## src/rtl/osc_freq_meter.sv

```systemverilog
// Ring-oscillator frequency meter: counts synchronized rising edges of osc_in over a
// programmable window of clk cycles. Optional macro OSC_GLITCH_FILTER_EN adds a 2-sample glitch filter.
module osc_freq_meter #(
    parameter int GATE_W      = 16,
    parameter int CNT_W       = 16,
    parameter int SYNC_STAGES = 2
) (
    input  logic              clk,
    input  logic              reset,
    input  logic              osc_in,
    input  logic              start,
    input  logic [GATE_W-1:0] gate_cycles,
    output logic              busy,
    output logic              done,
    output logic [CNT_W-1:0]  count,
    output logic              overflow
);

    typedef enum logic [1:0] {
        ST_IDLE = 2'd0,
        ST_GATE = 2'd1,
        ST_DONE = 2'd2
    } state_t;

    localparam logic [CNT_W-1:0]  CNT_MAX  = {CNT_W{1'b1}};
    localparam logic [GATE_W-1:0] GATE_ONE = {{(GATE_W-1){1'b0}}, 1'b1};

    logic [SYNC_STAGES-1:0] sync_q;
    logic                   osc_s;
    logic                   level;
    logic                   prev_q;
    logic                   osc_edge;

    state_t                 state_q, state_d;
    logic [GATE_W-1:0]      timer_q, timer_d;
    logic [CNT_W-1:0]       count_q, count_d;
    logic                   ovf_q, ovf_d;
    logic                   busy_q, busy_d;
    logic                   done_q, done_d;

    always_ff @(posedge clk or posedge reset) begin
        if (reset) begin
            sync_q <= '0;
        end else begin
            sync_q <= {sync_q[SYNC_STAGES-2:0], osc_in};
        end
    end

    assign osc_s = sync_q[SYNC_STAGES-1];

`ifdef OSC_GLITCH_FILTER_EN
    logic hist_q;
    logic filt_q;

    // The filtered level only follows osc_s once two consecutive samples agree.
    always_ff @(posedge clk or posedge reset) begin
        if (reset) begin
            hist_q <= 1'b0;
            filt_q <= 1'b0;
        end else begin
            hist_q <= osc_s;
            if (osc_s == hist_q) begin
                filt_q <= osc_s;
            end
        end
    end

    assign level = filt_q;
`else
    assign level = osc_s;
`endif

    // History runs in every state so a level already high at start is not an edge.
    always_ff @(posedge clk or posedge reset) begin
        if (reset) begin
            prev_q <= 1'b0;
        end else begin
            prev_q <= level;
        end
    end

    assign osc_edge = level & ~prev_q;

    always_ff @(posedge clk or posedge reset) begin
        if (reset) begin
            state_q <= ST_IDLE;
            timer_q <= '0;
            count_q <= '0;
            ovf_q   <= 1'b0;
            busy_q  <= 1'b0;
            done_q  <= 1'b0;
        end else begin
            state_q <= state_d;
            timer_q <= timer_d;
            count_q <= count_d;
            ovf_q   <= ovf_d;
            busy_q  <= busy_d;
            done_q  <= done_d;
        end
    end

    always_comb begin
        state_d = state_q;
        timer_d = timer_q;
        count_d = count_q;
        ovf_d   = ovf_q;
        busy_d  = busy_q;
        done_d  = 1'b0;
        case (state_q)
            ST_IDLE: begin
                busy_d = 1'b0;
                if (start) begin
                    count_d = '0;
                    ovf_d   = 1'b0;
                    busy_d  = 1'b1;
                    if (gate_cycles == '0) begin
                        // Zero-length window: busy covers just the DONE cycle.
                        state_d = ST_DONE;
                        done_d  = 1'b1;
                    end else begin
                        state_d = ST_GATE;
                        timer_d = gate_cycles;
                    end
                end
            end
            ST_GATE: begin
                if (osc_edge) begin
                    if (count_q == CNT_MAX) begin
                        ovf_d = 1'b1;
                    end else begin
                        count_d = count_q + 1'b1;
                    end
                end
                timer_d = timer_q - GATE_ONE;
                if (timer_q == GATE_ONE) begin
                    state_d = ST_DONE;
                    done_d  = 1'b1;
                    busy_d  = 1'b0;
                end
            end
            ST_DONE: begin
                state_d = ST_IDLE;
                busy_d  = 1'b0;
                timer_d = '0;
            end
            default: begin
                state_d = ST_IDLE;
                busy_d  = 1'b0;
            end
        endcase
    end

    assign busy     = busy_q;
    assign done     = done_q;
    assign count    = count_q;
    assign overflow = ovf_q;

endmodule
```

## config.mk

```make
export PLATFORM = sky130hd
export DESIGN_NAME = osc_freq_meter
export DESIGN_NICKNAME = d
export VERILOG_FILES = /design/src/rtl/osc_freq_meter.sv
export SDC_FILE = /design/constraint.sdc
export NUM_CORES = 1
export LEC_CHECK = 0
export CAP_MARGIN = 20
export CORE_MARGIN = 2
export CORE_UTILIZATION = 41
export DETAILED_ROUTE_END_ITERATION = 7
export GPL_TIMING_DRIVEN = 0
export SYNTH_ARGS = -nofsm -noshare
export SYNTH_HDL_FRONTEND = slang
export SYNTH_SLANG_ARGS = --single-unit
```

## constraint.sdc

```tcl
create_clock -name clk -period 2.9 [get_ports clk]
set_input_delay 0.29 -clock clk [delete_from_list [all_inputs] [get_ports clk]]
set_output_delay 0.29 -clock clk [all_outputs]
set_load 0.03 [all_outputs]
```

After elaboration in Yosys (flattened, before gate mapping)
Cells that the tools add are included.
W data, S select, Z words.

storage, ports and cells
  register bits = 40
  input port bits = 20
  output and inout port bits = 19
  logic and storage cells = 52

operators by class
  add/sub/neg operators = 2
  equal/unequal tests = 10
  multiplexer cells = 22
  bitwise logic cells = 2
  reduce and logical (&&, ||, !) cells = 8

operator list
  operator                 count
  $mux W16                 5
  $pmux W16 S3             1
  $pmux W16 S2             1
  $add A16 B1 Y16 const B  1
  $eq A16 B1 Y1 const B    1
  $eq A16 B16 Y1 const B   1
  $logic_not A16 Y1        1
  $sub A16 B1 Y16 const B  1
  $ne A2 B2 Y1 const B     6
  $mux W1                  8
  $reduce_and A4 Y1        2
  $mux W2                  3
  $pmux W1 S2              3
  $pmux W2 S2              1
  $reduce_and A3 Y1        1
  $reduce_bool A3 Y1       1
  $eq A2 B1 Y1 const B     1
  $eq A2 B2 Y1 const B     1
  $logic_not A2 Y1         1
  $reduce_and A2 Y1        1
  $reduce_bool A2 Y1       1
  $and A1 B1 Y1            1
  $not A1 Y1               1

Logic depth before layout (Yosys ltp)
  depth in word-level cells = 4
  gate-level depth with buffers = 8
  depth with buffers taken out = 7

Worst setup path before layout
OpenSTA, ideal clock, no wires.

  path type = register to register
  start = register count_q[0], in the netlist count[0]
  end = register count_q[12], in the netlist count[12]
  setup time = 0.078 ns
  data arrival time = 1.886 ns
  data required time = 2.822 ns
  slack = 0.936 ns
  cell stages (with the launch flop) = 7
  cell sequence = dfrtp_1 > ha_1 > nand4_1 > a211oi_2 > nand2_1 > or3_1 > a21oi_1

between the ends
  word-level cells in the longest chain between the ends = 4
  elaborated cells between the ends (all ways) = 7
  classes of those cells = add/sub (1); eq/ne (2); mux (3); reduce/logical (1)

ends and longest elaborated chain
  what                    RTL line  source
  from (decl)             36        logic [CNT_W-1:0] count_q, count_d;
  from (signal assigned)  95        count_q <= count_d;
  $add A16 B1 Y16         131       count_d = count_q + 1'b1;
  $mux W16                128       if (count_q == CNT_MAX) begin
  $mux W16                127       if (osc_edge) begin
  $pmux W16 S2            109       case (state_q)

Parallel ways exist; a longest one is shown, timed or not. The select of a mux whose other input is x is not followed.
A chain may end at the register's enable or synchronous reset.

Worst setup path after layout
  start = input gate_cycles[11]
  end = register timer_q[2]

between the ends
  word-level cells in the longest chain between the ends = 3

ends and longest elaborated chain
  what                         RTL line  source
  from (decl)                  12        input logic [GATE_W-1:0] gate_cycles,
  $logic_not A16 Y1            116       if (gate_cycles == '0) begin
  $ne A2 B2 Y1 (no line)       -
  $reduce_and A3 Y1 (no line)  -
  to (signal assigned)         94        timer_q <= timer_d;
  to (decl)                    35        logic [GATE_W-1:0] timer_q, timer_d;

No other way between the ends.

==> run metrics <==
Vias=2141; GRT Util Overall=20.1%; later-pin clock latency in the skew report=0.30 ns; DR vias/cell=5.72; routed wire length=5.80 mm; crit share post-route=75.7%; DR WL met2=2.49 mm; Starting Density=42.0%; GPL Wtd Cong=0.855; maximum clock rate=456 MHz; Max-cap violations=0; Pre-Repair DR Iteration Count=4; yosys warns=0; total power=2.22 mW; Avg Inst Size Synth=8.94 um^2; chip height=78.9 um; EDFF count, synth=0; full die area=6220 um^2; row cnt=27; Placed Instances=367; leakage=1.17 nW; DR WL met3=253 um; Yosys cell types=45; Compound-Gate Fraction of Synth Area=24.2%; Hold Path Class=register to register; CTS sink cnt=40; Worst Clk Skew=0.00776 ns; fraction of registers with async set/reset=100%; gr ovfl total=0; diode count=0; Worst Tran Pin Value=0.830 ns; simple-gate portion of the synthesized area=21.8%; Post-Synthesis Net Count=283; synth-to-layout area growth=24.7%; post-synthesis mux area share=2.23%; Crit Path Class=input port to register; synthesized flop and latch total=40; synthesized area=2300 um^2; port bufs=38; Die W=78.9 um; DRC viols=0; crit-path max FO=10; HPWL after detailed placement=4.21 mm; M1 WL=3.00 mm; largest net degree at the start of global routing=41; Critical Path Sink Type=register; Clock transition at path regs=0.07 ns; H-Tree Depth=2; Synth Instances=257; Synth Flop Type=dfrtp_1; Root Buffer=clkbuf_8; crit path launch type=input port; postcts setup bufs=0; post-cts resize count=0; CTS tree=built; first-pass GRT wire length=9.89 mm; Num CTS Buffers=5; final setup TNS=0 ns; Synth Area in Adders=3.27%; vias in the first global route=1998; 1st-iter DRT viols=147; Max transition margin=44.2%; Nets=328; wire per inst=15.5 um; Max IR drop VDD=0.519 mV; # setup viols final=0; Top Metal Used=met4; clk buf depth=2; pwr/cell area=774 nW/um^2; post-synthesis sequential area ratio=43.6%; I/O Pins=39; RSZ-0062 raised after global routing=false; share of layout cells above drive strength 1=4.97%; initial antenna violation count=0; Detail Route Antenna Nets=0; Worst EP required=3.10 ns; status=completed; endpoints failing hold=0; CTS Hold Buffers Added=0; core area=5470 um^2; Tmin final=2.19 ns; Non-Filler Instances=374; largest family of logic cells by synthesized area=compound AO/OA/AOI/OAI gates; Final Max Tran Viols=0; hold_ws=0.356 ns; crit path DAT=2.40 ns; Post-Synth XOR/XNOR Area=1.53%
-- metrics by stage --
step | utilization, % | setup WS (ns) | instance area, um^2
floorplan | - | 0.936 | 2300
global placement | 50.6 | 0.400 | 2770
detailed placement | 50.6 | 0.414 | 2770
CTS | 52.3 | 0.710 | 2860
global route | 52.3 | 0.449 | 2860
finish | 52.3 | 0.705 | 2860
-- per-layer routing --
metal / global-route usage, % / vias up
li1: - / 1054
met1: 30.2 / 1037
met2: 29.3 / 43
met3: 4.09 / 7
met4: 5.52 / 0
met5: 0 / -
-- power breakdown --
group	total, mW	internal [mW]	switching, mW
Clock	0.404	0.212	0.192
Sequential	0.808	0.687	0.121
Combinational	1.00	0.355	0.649
-- sequential cells by signal (all words and copies together) (netlist names) --
signal	count
busy	1
count	16
done	1
timer_q	16
overflow	1
state_q	2
sync_q	2
prev_q	1
-- path summary, 6_finish.rpt --
| kind | from | to | slack, ns | depth (start not counted) |
|---|---|---|---|---|
| min reg2reg | sync_q[0] | sync_q[1] | 0.36 | 0 |
| max reg2reg | state_q[1] | timer_q[14] | 0.75 | 8 |
| min | sync_q[0] | sync_q[1] | 0.36 | 0 |
| min in group asynchronous | reset | timer_q[5] | 0.47 | 2 |
| max | gate_cycles[11] | timer_q[2] | 0.71 | 7 |
| max in group asynchronous | reset | busy | 1.90 | 2 |
-- synthesized netlist by cell type, types with 2 or more instances --
cell	number	area share [%]
or3_1	2	0.54
o21ai_0	30	6.5
and4_1	4	1.5
xor2_1	2	0.76
dfrtp_1	40	44
or4_1	3	0.98
ha_1	6	3.3
a31oi_1	4	1.1
nor2_1	22	3.6
nand2_1	21	3.4
xnor2_1	2	0.76
a211oi_1	4	1.3
nand3_1	7	1.5
nand2b_1	3	0.82
inv_1	12	2.0
nor3_1	6	1.3
a22oi_1	8	2.6
and3_1	3	0.82
a32oi_1	3	1.1
a21oi_1	22	4.8
nor4_1	5	1.4
o31ai_1	4	1.3
clkbuf_1	9	1.5
o211a_1	2	0.87
and2_1	5	1.4
mux2i_1	4	1.7
and2_0	2	0.54
nand4_1	5	1.4
-- cells in the final DEF (no fill, tap or decap), types with 8 or more instances in the layout --
cell type / n
o21ai_0: 30
clkbuf_1: 9
a21oi_1: 22
clkdlybuf4s50_1: 38
inv_1: 11
a22oi_1: 8
dfrtp_1: 40
nor2_1: 22
nand2_1: 21
-- critical path, stage by stage --
cell             delay, ns
clkdlybuf4s50_1       0.45
nor4_1                0.32
nand4_1               0.27
a31oi_1               0.41
clkbuf_1              0.40
o21ai_0               0.15
o21ai_0               0.10
-- layout make-up --
cell class | instances | area (um^2)
fillers | 564 | 2610
multi-input cells | 196 | 1220
flip-flops and latches | 40 | 1000
repair buffers | 38 | 380
clock buffers | 7 | 96.3
well taps | 72 | 90.1
inverters | 12 | 45.0
plain buffers | 9 | 33.8
-- cells by family after synthesis --
kind of cell / Yosys count
flops: 40
buf+inv: 21
xor+xnor: 4
simple gates: 93
compound gates: 88
fa+ha+maj: 6
mux: 5
Power figures use the tool's default switching activity.
